## config.mk

```make
export PLATFORM = sky130hd
export DESIGN_NAME = instruction_fetch
export DESIGN_NICKNAME = d
export VERILOG_FILES = /design/src/rtl/instruction_fetch.sv
export SDC_FILE = /design/constraint.sdc
export NUM_CORES = 1
export LEC_CHECK = 0
export CAP_MARGIN = 40
export CORE_ASPECT_RATIO = 0.5
export CORE_MARGIN = 2
export CORE_UTILIZATION = 47
export DETAILED_ROUTE_END_ITERATION = 8
export HOLD_SLACK_MARGIN = 0.08
export MAX_ROUTING_LAYER = met4
export PLACE_DENSITY = 0.76
export SYNTH_ARGS = -nofsm -noshare
export SYNTH_HDL_FRONTEND = slang
export SYNTH_SLANG_ARGS = --single-unit
export TNS_END_PERCENT = 10
```

## constraint.sdc

```tcl
create_clock -name clk -period 6.15 [get_ports clk]
set_input_delay 1.5375 -clock clk [delete_from_list [all_inputs] [get_ports clk]]
set_output_delay 1.5375 -clock clk [all_outputs]
set_load 0.05 [all_outputs]
```

## src/rtl/instruction_fetch.sv

```systemverilog
// Instruction fetch stage: PC sequencing, imem handshake, skid buffer and IF/ID register.
// Optional FETCH_MISALIGN_TRAP_EN: misaligned redirect raises fetch_misaligned and halts fetch.
module instruction_fetch #(
    parameter logic [31:0] RESET_PC = 32'h0000_0000
) (
    input  logic        clk,
    input  logic        reset,
    input  logic        stall,
    input  logic        branch_taken,
    input  logic [31:0] branch_target,
    output logic        imem_req,
    output logic [31:0] imem_addr,
    input  logic        imem_ready,
    input  logic [31:0] imem_rdata,
    output logic        instr_valid,
    output logic [31:0] instr,
    output logic [31:0] instr_pc,
    output logic [6:0]  opcode
`ifdef FETCH_MISALIGN_TRAP_EN
    ,
    output logic        fetch_misaligned
`endif
);

`ifdef FETCH_MISALIGN_TRAP_EN
    typedef enum logic [1:0] {StFetch, StBuffer, StDrop, StHalt} state_e;
`else
    typedef enum logic [1:0] {StFetch, StBuffer, StDrop} state_e;
`endif

    state_e      r_state, w_state_d;
    logic [31:0] r_pc, w_pc_d;
    logic [31:0] r_drop_addr, w_drop_addr_d;
    logic        r_valid, w_valid_d;
    logic [31:0] r_instr, w_instr_d;
    logic [31:0] r_instr_pc, w_instr_pc_d;
    logic [31:0] r_buf_instr, w_buf_instr_d;
    logic [31:0] r_buf_pc, w_buf_pc_d;
    logic [31:0] w_target;
    logic [31:0] w_pc_plus4;

`ifdef FETCH_MISALIGN_TRAP_EN
    logic r_misaligned, w_misaligned_d;
    logic w_mis_redirect;

    assign w_target       = branch_target;
    assign w_mis_redirect = branch_taken && (branch_target[1:0] != 2'b00);
    assign fetch_misaligned = r_misaligned;
`else
    assign w_target = branch_target & ~32'h0000_0003;
`endif

    assign w_pc_plus4  = r_pc + 32'd4;
    assign imem_req    = (r_state == StFetch) || (r_state == StDrop);
    // While draining a cancelled request the old address stays on the bus; r_pc already holds the target.
    assign imem_addr   = (r_state == StDrop) ? r_drop_addr : r_pc;
    assign instr_valid = r_valid;
    assign instr       = r_instr;
    assign instr_pc    = r_instr_pc;
    assign opcode      = r_valid ? r_instr[6:0] : 7'b000_0000;

    always_comb begin
        w_state_d     = r_state;
        w_pc_d        = r_pc;
        w_drop_addr_d = r_drop_addr;
        w_valid_d     = r_valid;
        w_instr_d     = r_instr;
        w_instr_pc_d  = r_instr_pc;
        w_buf_instr_d = r_buf_instr;
        w_buf_pc_d    = r_buf_pc;
`ifdef FETCH_MISALIGN_TRAP_EN
        w_misaligned_d = r_misaligned;
`endif
        unique case (r_state)
            StFetch: begin
                if (branch_taken) begin
                    w_valid_d = 1'b0;
                    w_pc_d    = w_target;
                    if (!imem_ready) begin
                        w_drop_addr_d = r_pc;
                        w_state_d     = StDrop;
                    end
`ifdef FETCH_MISALIGN_TRAP_EN
                    if (w_mis_redirect) begin
                        w_misaligned_d = 1'b1;
                        if (imem_ready) w_state_d = StHalt;
                    end
`endif
                end else if (imem_ready) begin
                    w_pc_d = w_pc_plus4;
                    if (!stall) begin
                        w_valid_d    = 1'b1;
                        w_instr_d    = imem_rdata;
                        w_instr_pc_d = r_pc;
                    end else begin
                        w_buf_instr_d = imem_rdata;
                        w_buf_pc_d    = r_pc;
                        w_state_d     = StBuffer;
                    end
                end else if (!stall) begin
                    w_valid_d = 1'b0;
                end
            end
            StBuffer: begin
                if (branch_taken) begin
                    w_valid_d = 1'b0;
                    w_pc_d    = w_target;
                    w_state_d = StFetch;
`ifdef FETCH_MISALIGN_TRAP_EN
                    if (w_mis_redirect) begin
                        w_misaligned_d = 1'b1;
                        w_state_d      = StHalt;
                    end
`endif
                end else if (!stall) begin
                    w_valid_d    = 1'b1;
                    w_instr_d    = r_buf_instr;
                    w_instr_pc_d = r_buf_pc;
                    w_state_d    = StFetch;
                end
            end
            StDrop: begin
                w_valid_d = 1'b0;
                if (branch_taken) begin
                    w_pc_d = w_target;
`ifdef FETCH_MISALIGN_TRAP_EN
                    if (w_mis_redirect) w_misaligned_d = 1'b1;
`endif
                end
                if (imem_ready) begin
                    w_state_d = StFetch;
`ifdef FETCH_MISALIGN_TRAP_EN
                    // A pending trap turns the end of the drain into a halt.
                    if (w_misaligned_d) w_state_d = StHalt;
`endif
                end
            end
`ifdef FETCH_MISALIGN_TRAP_EN
            StHalt: begin
                w_valid_d = 1'b0;
            end
`endif
            default: begin
                w_state_d = StFetch;
            end
        endcase
    end

    always_ff @(posedge clk or posedge reset) begin
        if (reset) begin
            r_state     <= StFetch;
            r_pc        <= RESET_PC;
            r_drop_addr <= 32'h0;
            r_valid     <= 1'b0;
            r_instr     <= 32'h0;
            r_instr_pc  <= 32'h0;
            r_buf_instr <= 32'h0;
            r_buf_pc    <= 32'h0;
`ifdef FETCH_MISALIGN_TRAP_EN
            r_misaligned <= 1'b0;
`endif
        end else begin
            r_state     <= w_state_d;
            r_pc        <= w_pc_d;
            r_drop_addr <= w_drop_addr_d;
            r_valid     <= w_valid_d;
            r_instr     <= w_instr_d;
            r_instr_pc  <= w_instr_pc_d;
            r_buf_instr <= w_buf_instr_d;
            r_buf_pc    <= w_buf_pc_d;
`ifdef FETCH_MISALIGN_TRAP_EN
            r_misaligned <= w_misaligned_d;
`endif
        end
    end

endmodule

```

==> qor.txt <==
antenna cell count: 0
Max H-tree Level: 4
worst-path maximum fanout: 18
Worst Tran Pin Value: 0.852 ns
DIE HEIGHT: 102 um
Final #Nets: 997
fin crit period: 4.79 ns
Post-synth EDFFs: 0
final instance area: 11300 um^2
most frequent cells in the layout: dfrtp_1, clkdlybuf4s50_1, mux2_2, nand2_1, mux2i_1
Layout Skew: 0.00746 ns
grt total ovfl: 0
final wirelength: 21500 um
Num CTS Buffers: 17
IO buf count: 167
Most used DFF post-synth: dfrtp_1
GRT Util Overall: 22.8%
CTS tree: yes
critical path data required time: 4.61 ns
worst path cell trace: inv_1 > ha_1 > buf_4 > mux2_2 > clkdlybuf4s50_1
cts hold-fix bufs: 0
status: finished clean
Hold Path End: instr_pc[26]
RR Endpoint: instr[20]
Yosys reg bits: 187
RSZ-0062 raised after global routing: false
TritonRoute pass-1 iters: 5
drt wl/cell: 18.0 um
Slowest-stage cell, CP: ha_1
crit end category: primary output
Avg Inst Size Synth: 11.3 um^2
Max-Slew Margin vs Limit: 43.2%
Crit path max-delay family: buffers and inverters
remaining antenna violation count after routing: 0
Worst Path Arrival: 3.25 ns
R2R Path Start: r_state[0]
fraction of the yosys area taken by sequential cells: 52.1%
largest net degree at the start of global routing: 146
number of unique standard cell types used by synthesis: 54
Worst Hold Depth: 2
routing usage on met3: 5.73%
clk_lat worst skew: 0.43 ns
post-DP HPWL: 14400 um
Hold Path Origin: instr_pc[26]
GR Util met1: 29.0%
met2 Use GR: 36.9%
root buffer cell: clkbuf_16
# setup viols final: 0
Layout Cells excl Fill: 1194
Leakage: 4.63 nW
Startpoint Class: flop
period utilisation layout: 77.9%
initial antenna violation count: 0
Chip Width: 199 um
detailed-route via count: 6680
Final Core Density: 60.7%
fmax: 0.209 GHz
R2R Setup Slk: 3.52 ns
initial drt markers: 346
Placed Cells: 1163
clk sinks: 187
placed inst area: 10700 um^2
post-cts sizing count: 0
Buf/Inv on CP: 3
Total Neg Setup Slack: 0 ns
fill count: 1528
Synth-to-Final Area Change: 25.6%
PnR worst setup slack: 1.36 ns
pwr/cell area: 627 nW/um^2
reg2reg path depth: 6
Setup Crit Path Kind: reg2out
core area: 18600 um^2
gpl congestion: 0.844
max_cap viols: 0
share of synthesized registers carrying an async set or reset: 100%
vias in the first global route: 6713
Top Ports: 174
initial core utilization: 48.3%
Rows: 35
Max VDD drop: 0.323 mV
Reg clk slew, reported paths: 0.07 ns
Residual DRC: 0
Vias/cell: 5.59
most common cell after layout, fill and taps aside: dfrtp_1
CP peak stage delay: 0.71 ns
Slew Limit Fails: 0
Synth warnings: 0
Post CTS Setup Buffer Count: 0
Top Usage Layer GRT: met2
Placement Setup Slack: 1.84 ns
Worst Hold Class: reg2reg
clk buf depth: 2
Hold Vio Cnt, Final: 0
Mapped Cells: 795
layout cells sized above 1: 18.3%
Mapped Area: 8970 um^2
die footprint: 20300 um^2
first-pass GRT wire length: 34700 um
==> through the flow <==
stage	hold WS (ns)	power, mW
2_1_floorplan	0.450	4.93
3_3_place_gp	0.463	5.90
3_5_place_dp	0.469	6.03
4_1_cts	0.485	7.10
5_1_grt	0.503	7.46
6_report	0.479	7.06
==> cell families (layout without fill, tap and decap cells) <==
kind of cell    after synthesis  in the layout  synth area share (%)
other cells                   1              4                0.0418
fa+ha+maj                     5              5                 0.697
simple gates                180            180                  9.58
compound gates              162            162                  10.7
mux                         182            182                  21.9
flops                       187            187                  52.1
buf+inv                      78            215                  4.87
==> how the worst max path moves through the flow <==
stage,depth (start not counted),from,to,slack (ns)
floorplan,1,reset,instr[0],2.21
global placement,4,branch_taken,r_buf_instr[16],1.82
detailed placement,5,r_state[0],imem_addr[31],1.84
CTS,5,r_state[0],imem_addr[31],1.36
global route,5,r_state[0],imem_addr[31],1.23
finish,5,r_state[0],imem_addr[31],1.36
==> cells in the mapped netlist, types with 8 or more instances <==
| library cell | instances | area share, % |
|---|---|---|
| nand2_1 | 99 | 4.1 |
| a32oi_1 | 9 | 0.88 |
| buf_6 | 10 | 1.3 |
| a21oi_1 | 27 | 1.5 |
| buf_2 | 22 | 1.2 |
| dfrtp_1 | 187 | 52 |
| o21ai_1 | 28 | 1.6 |
| buf_4 | 11 | 0.92 |
| o21ai_0 | 57 | 3.2 |
| nand3_1 | 17 | 0.95 |
| o22ai_1 | 8 | 0.56 |
| mux2_2 | 117 | 15 |
| mux2i_1 | 64 | 7.1 |
| nor2_1 | 17 | 0.71 |
| clkbuf_1 | 21 | 0.88 |
==> power by group <==
group	switching, mW	internal (mW)	total, mW	leakage, nW
clock network	0.483	0.570	1.05	0.265
logic	2.26	1.43	3.70	2.12
registers	0.484	1.83	2.32	2.25
total	3.23	3.84	7.06	4.63
==> registers in the layout, indices dropped and copies added, names as in the netlist <==
register / flops
instr: 32
instr_pc: 30
instr_valid: 1
r_buf_instr: 32
r_buf_pc: 30
r_drop_addr: 30
r_pc: 30
r_state: 2
==> final cells by class <==
type / count / area [um^2] / area share, %
Clock buffer: 18 / 439 / 3.90
Inverter: 7 / 30.0 / 0.267
Multi-Input combinational cell: 533 / 3900 / 34.6
Sequential cell: 187 / 4680 / 41.5
Tap cell: 259 / 324 / 2.88
Timing Repair Buffer: 177 / 1780 / 15.8
Clock inverter: 13 / 119 / 1.05
==> tightest hold or removal path: stages, from the launching register on <==
cell and delay (ns):
dfrtp_1 0.34, nand2_1 0.05, o21ai_0 0.06
==> per-layer routing <==
layer  up-vias  share of wire (%)  routed length [um]
met3        28                5.6                1200
met1      3357                 46                9850
li1       3094                  -                   -
met5         -                  0                   0
met2       201                 47               10200
met4         0                1.3                 270
(Power assumes the default switching activity.)
